<file path="config.mk">
export PLATFORM = sky130hd
export DESIGN_NAME = sa_tile_scheduler
export DESIGN_NICKNAME = d
export VERILOG_FILES = /design/src/rtl/sa_pkg.sv /design/src/rtl/sa_tile_len.sv /design/src/rtl/sa_tile_scheduler.sv
export SDC_FILE = /design/constraint.sdc
export NUM_CORES = 1
export LEC_CHECK = 0
export ABC_CLOCK_PERIOD_IN_PS = 11450
export BUFFER_PORTS_ARGS = -buffer_cell sky130_fd_sc_hd__buf_2
export CAP_MARGIN = 10
export CORE_ASPECT_RATIO = 0.6
export CORE_UTILIZATION = 60
export DETAILED_ROUTE_END_ITERATION = 10
export HOLD_SLACK_MARGIN = 0.03
export PLACE_DENSITY = 0.93
export SYNTH_ARGS = -nofsm -noshare
export SYNTH_HDL_FRONTEND = slang
export SYNTH_SLANG_ARGS = --single-unit
</file>
<file path="constraint.sdc">
create_clock -name clk -period 11.45 [get_ports clk]
set_clock_uncertainty 0.1 [all_clocks]
set_input_delay 1.145 -clock clk [delete_from_list [all_inputs] [get_ports clk]]
set_output_delay 1.145 -clock clk [all_outputs]
set_load 0.005 [all_outputs]
</file>
<file path="src/rtl/sa_pkg.sv">
// Shared definitions for the systolic-array core, tile scheduler and AXIS loaders.
package sa_pkg;

  typedef logic [7:0] dim_t;

  typedef enum logic [1:0] {
    ST_IDLE     = 2'd0,
    ST_ISSUE    = 2'd1,
    ST_WAIT_CMP = 2'd2,
    ST_WAIT_WR  = 2'd3
  } tile_state_t;

  localparam int SA_P  = 8;
  localparam int SA_Q  = 8;
  localparam int SA_KT = (SA_P < SA_Q) ? SA_P : SA_Q;

endpackage

</file>
<file path="src/rtl/sa_tile_len.sv">
// Length of one tile along a single dimension and whether it is the last tile there.
module sa_tile_len
  import sa_pkg::*;
#(
  parameter int TILE = SA_P
) (
  input  dim_t dim,
  input  dim_t off,
  output dim_t len,
  output logic last
);

  logic [8:0] rem;

  // 9-bit arithmetic so that off+TILE cannot wrap when dim is 255
  assign rem  = {1'b0, dim} - {1'b0, off};
  assign len  = (rem > 9'(TILE)) ? dim_t'(TILE) : rem[7:0];
  assign last = ({1'b0, off} + 9'(TILE)) >= {1'b0, dim};

endmodule

</file>
<file path="src/rtl/sa_tile_scheduler.sv">
// Walks an MxK by KxN multiply as m-tile, n-tile, k-tile (k innermost) and issues
// one registered tile command per k-step to the core and its loaders.
module sa_tile_scheduler
  import sa_pkg::*;
#(
  parameter int P  = SA_P,
  parameter int Q  = SA_Q,
  parameter int KT = (P < Q) ? P : Q
) (
  input  logic        clk,
  input  logic        rst,
  input  logic        start,
  input  logic        abort,
  input  dim_t        cfg_m,
  input  dim_t        cfg_n,
  input  dim_t        cfg_k,
  output logic        cmd_valid,
  input  logic        cmd_ready,
  output dim_t        cmd_row_len,
  output dim_t        cmd_col_len,
  output dim_t        cmd_k_len,
  output logic        cmd_finish,
  output dim_t        cmd_m_off,
  output dim_t        cmd_n_off,
  output dim_t        cmd_k_off,
  input  logic        cmp_done,
  input  logic        wr_done,
  output logic        busy,
  output logic        done,
  output logic        err,
  output logic [15:0] cmd_cnt
);

  tile_state_t state, state_nxt;
  dim_t        dim_m, dim_n, dim_k, dim_m_nxt, dim_n_nxt, dim_k_nxt;
  dim_t        m_off_nxt, n_off_nxt, k_off_nxt;
  dim_t        row_len_nxt, col_len_nxt, k_len_nxt;
  logic        m_last, n_last, m_last_nxt, n_last_nxt, finish_nxt;
  logic [15:0] cmd_cnt_nxt;
  logic        done_nxt, err_nxt, load_cmd, start_ok;

  assign start_ok = start && (cfg_m != '0) && (cfg_n != '0) && (cfg_k != '0);

  // Lengths are evaluated on the offsets the next command will carry
  sa_tile_len #(.TILE(P))  u_len_m (.dim(dim_m_nxt), .off(m_off_nxt), .len(row_len_nxt), .last(m_last_nxt));
  sa_tile_len #(.TILE(Q))  u_len_n (.dim(dim_n_nxt), .off(n_off_nxt), .len(col_len_nxt), .last(n_last_nxt));
  sa_tile_len #(.TILE(KT)) u_len_k (.dim(dim_k_nxt), .off(k_off_nxt), .len(k_len_nxt),   .last(finish_nxt));

  always_comb begin
    state_nxt   = state;
    dim_m_nxt   = dim_m;
    dim_n_nxt   = dim_n;
    dim_k_nxt   = dim_k;
    m_off_nxt   = cmd_m_off;
    n_off_nxt   = cmd_n_off;
    k_off_nxt   = cmd_k_off;
    cmd_cnt_nxt = cmd_cnt;
    done_nxt    = 1'b0;
    err_nxt     = 1'b0;
    unique case (state)
      ST_IDLE: begin
        if (start) begin
          cmd_cnt_nxt = '0;
          if (start_ok) begin
            dim_m_nxt = cfg_m;
            dim_n_nxt = cfg_n;
            dim_k_nxt = cfg_k;
            m_off_nxt = '0;
            n_off_nxt = '0;
            k_off_nxt = '0;
            state_nxt = ST_ISSUE;
          end else begin
            err_nxt  = 1'b1;
            done_nxt = 1'b1;
          end
        end
      end
      ST_ISSUE: begin
        if (cmd_ready) begin
          cmd_cnt_nxt = cmd_cnt + 16'd1;
          state_nxt   = ST_WAIT_CMP;
        end
      end
      ST_WAIT_CMP: begin
        if (cmp_done) begin
          if (cmd_finish) begin
            state_nxt = ST_WAIT_WR;
          end else begin
            k_off_nxt = cmd_k_off + dim_t'(KT);
            state_nxt = ST_ISSUE;
          end
        end
      end
      ST_WAIT_WR: begin
        if (wr_done) begin
          k_off_nxt = '0;
          if (n_last) begin
            n_off_nxt = '0;
            m_off_nxt = cmd_m_off + dim_t'(P);
          end else begin
            n_off_nxt = cmd_n_off + dim_t'(Q);
          end
          if (m_last && n_last) begin
            state_nxt = ST_IDLE;
            done_nxt  = 1'b1;
          end else begin
            state_nxt = ST_ISSUE;
          end
        end
      end
      default: state_nxt = ST_IDLE;
    endcase
    // Abort wins over any handshake or completion event in the same cycle
    if (abort && state != ST_IDLE) begin
      state_nxt   = ST_IDLE;
      cmd_cnt_nxt = cmd_cnt;
      done_nxt    = 1'b0;
      err_nxt     = 1'b0;
    end
  end

  assign load_cmd = (state_nxt == ST_ISSUE) && (state != ST_ISSUE);

  always_ff @(posedge clk) begin
    if (rst) begin
      state       <= ST_IDLE;
      dim_m       <= '0;
      dim_n       <= '0;
      dim_k       <= '0;
      cmd_row_len <= '0;
      cmd_col_len <= '0;
      cmd_k_len   <= '0;
      cmd_finish  <= 1'b0;
      cmd_m_off   <= '0;
      cmd_n_off   <= '0;
      cmd_k_off   <= '0;
      m_last      <= 1'b0;
      n_last      <= 1'b0;
      cmd_cnt     <= '0;
      done        <= 1'b0;
      err         <= 1'b0;
    end else begin
      state   <= state_nxt;
      dim_m   <= dim_m_nxt;
      dim_n   <= dim_n_nxt;
      dim_k   <= dim_k_nxt;
      cmd_cnt <= cmd_cnt_nxt;
      done    <= done_nxt;
      err     <= err_nxt;
      if (load_cmd) begin
        cmd_row_len <= row_len_nxt;
        cmd_col_len <= col_len_nxt;
        cmd_k_len   <= k_len_nxt;
        cmd_finish  <= finish_nxt;
        cmd_m_off   <= m_off_nxt;
        cmd_n_off   <= n_off_nxt;
        cmd_k_off   <= k_off_nxt;
        m_last      <= m_last_nxt;
        n_last      <= n_last_nxt;
      end
    end
  end

  assign cmd_valid = (state == ST_ISSUE);
  assign busy      = (state != ST_IDLE);

endmodule

</file>
==> results_dict.tcl <==
set metrics [dict create \
    status "finished clean" \
    grt_usage_pct 31.5 \
    timing.final.crit_share_pct 48.6 \
    clkLatencyLatePin_ps 350 \
    min_from "cmd_row_len[7]" \
    cts_sinks 95 \
    place_congestion 0.950 \
    final_cell_mix "buf_2 (99), dfxtp_1 (95), nor2_1 (84)" \
    dp_slack_ps 5600 \
    drv_slew 0 \
    post_synth_num_cell_types 74 \
    hold_buffers 0 \
    clkPwrFrac_pct 30.9 \
    synth-seq-area-share_pct 32.1 \
    die_width_um 130 \
    clockRootBuffer "clkbuf_16" \
    coreArea_um2 9390 \
    power_density_nw_per_um2 137 \
    syn_to_final_growth_pct 14.8 \
    syn_area_per_cell_um2 8.45 \
    cts_buffer_depth 2 \
    worst_pin_slew_ps 1150 \
    final.setup.tns_ps 0 \
    net-switching-power_mw 0.316 \
    overflow 0 \
    ys_ff_latch 95 \
    required_ps 11590 \
    antenna_cells 0 \
    dpl.cell_count 911 \
    mostFrequentLayoutCell "buf_2" \
    hold-worst-slack_ps 361 \
    row_count 27 \
    cp-start-kind "primary input" \
    combPwrFrac_pct 30.2 \
    timing.fmax_mhz 180 \
    ir_drop_mv 0.0879 \
    first_pass_iters 5 \
    antenna_found_initial 0 \
    hpwlAfterDp_mm 12.0 \
    drt-total-wl_mm 15.8 \
    sequentialPowerShare_pct 38.9 \
    avgViaCountPerCell 6.11 \
    drt_iter0_markers 408 \
    postRouteAntennaNets 0 \
    syn-num-nets 795 \
    grt_pass1_vias 5259 \
    min_period_ps 5570 \
    hold_viol 0 \
    postSynthCellCount 702 \
    cts_tree "yes" \
    vias 5665 \
    cts.clk_slew.worst_paths_ps 70 \
    ys.flop_type "dfxtp_1" \
    critPathKind "in2reg" \
    setup-violations-final 0 \
    endpoint_kind "flop" \
    grt_pass1_wl_mm 25.3 \
    hold_path.class "reg2reg" \
    final_layout_size_suffix_gt1_share_pct 16.9 \
    worst_ep_arrival_time_ps 5710 \
    r2r-start "state[0]" \
    io_pins 100 \
    cts_setup_buffers 0 \
    wl_per_cell_um 17.1 \
    drc 0 \
    drv_cap 0 \
    synthesis.area_um2 5930 \
    die_h_um 79.0 \
    power_leakage_nw 3.26 \
    p_int_mw 0.617 \
    fin_cells 927 \
    cts_buffers 9 \
    grt_max_degree 57 \
    num-nets-final 885 \
    worst_slack_ps 5880 \
    yosysWarningCount 0 \
    synth_edf_count 0 \
    critPathLaunch "cfg_n[0]" \
    cts-resized-gates 0 \
    worstPathMaxFanout 16 \
    io_buffers 99 \
    p_sw_share_pct 33.8 \
    rsz0062_at_grt "false" \
    htree_levels 3 \
    slew_headroom_pct 23.2 \
    die-area_um2 10300 \
    async_reset_ff_share_pct 0 \
    start_util_pct 63.2 \
]
-- cells in the mapped netlist (all sizes together), types with 4 or more instances --
cell type   n  share of area (%)
xnor2      10                1.5
dfxtp      95                 32
nand4       9               0.95
a211oi     15                1.9
nor2       86                5.5
xor2       19                2.8
buf        10               0.91
nand3      18                1.5
a21o        4               0.51
nor3        9               0.76
mux2i      29                4.9
nor4       10                1.1
o21a       13                1.6
ha         59                 12
or2         4               0.42
nand2      38                2.4
clkbuf     13               0.82
nor3b       7               0.89
and2       22                2.3
o21ai      42                3.5
nand2b     12                1.3
and3        9               0.95
a31oi       8                1.1
nor2b      14                1.7
a22o        6               0.89
inv        54                3.4
a21oi      27                2.3
-- layer usage --
layer | global-route usage, % | wire (um) | part of all wire, % | vias up
met1 | 42.6 | 7090 | 45 | 2638
met3 | 7.88 | 1680 | 11 | 35
li1 | - | - | - | 2667
met5 | 0 | 0 | 0 | -
met4 | 10.7 | 284 | 1.8 | 0
met2 | 49.0 | 6750 | 43 | 325
-- cell type report --
type	instances	area [um2]
multi-input combinational	530	3740
fill	742	2580
sequential	95	1900
timing repair buffer	102	518
clock buffer	11	243
inverter	54	203
tap	130	163
clock inverter	5	41.3
-- worst paths after layout --
check / slack (ps) / endpoint / cells past startpoint
max: 5880 / cmd_col_len[3] / 16
min: 360 / cmd_row_len[7] / 1
max reg2reg: 6850 / cmd_k_len[3] / 15
min reg2reg: 360 / cmd_row_len[7] / 1
-- registers in the layout (all words and copies together) (netlist names), 2 cells and up --
name and flops:
dim_k 8, cmd_cnt 16, dim_n 8, cmd_k_off 8
cmd_col_len 8, cmd_n_off 8, dim_m 8, cmd_k_len 8
state 2, cmd_m_off 8, cmd_row_len 8
-- cells by family (layout without fill, tap and decap cells) --
group / after synthesis / in the layout / share of synthesized area (%)
xor+xnor: 29 / 29 / 4.28
flops: 95 / 95 / 32.1
fa+ha+maj: 62 / 62 / 13.5
mux: 29 / 29 / 4.89
compound gates: 158 / 158 / 18.5
buf+inv: 77 / 172 / 5.15
simple gates: 252 / 252 / 21.7
-- power groups by stage --
stage | Sequential, mW | Clock (mW) | Combinational, mW
after floorplan | 0.367 | 0 | 0.200
after global placement | 0.368 | 0 | 0.254
after detailed placement | 0.369 | 0 | 0.271
after CTS | 0.362 | 0.290 | 0.274
after global routing | 0.365 | 0.307 | 0.308
final | 0.363 | 0.288 | 0.282
-- critical path: stages --
cell      delay [ps]
buf_2            120
nor4_1           490
a21boi_1         200
and3_1           300
nand2_1          430
buf_4            390
mux2i_1          470
inv_1             90
ha_1             300
nor2b_4          140
o31a_1           270
o31ai_2          210
a21oi_1          110
xor2_1           160
or4b_4           570
o311a_1          300
-- per-stage QoR --
stage               cell area, um2  total power [mW]  utilization, %
floorplan                     5930             0.567               -
global placement              6520             0.623            69.5
detailed placement            6520             0.640            69.5
CTS                           6810             0.926            72.5
global route                  6810             0.980            72.5
finish                        6810             0.932            72.5
Note: power is estimated with default switching activity, not from simulation.
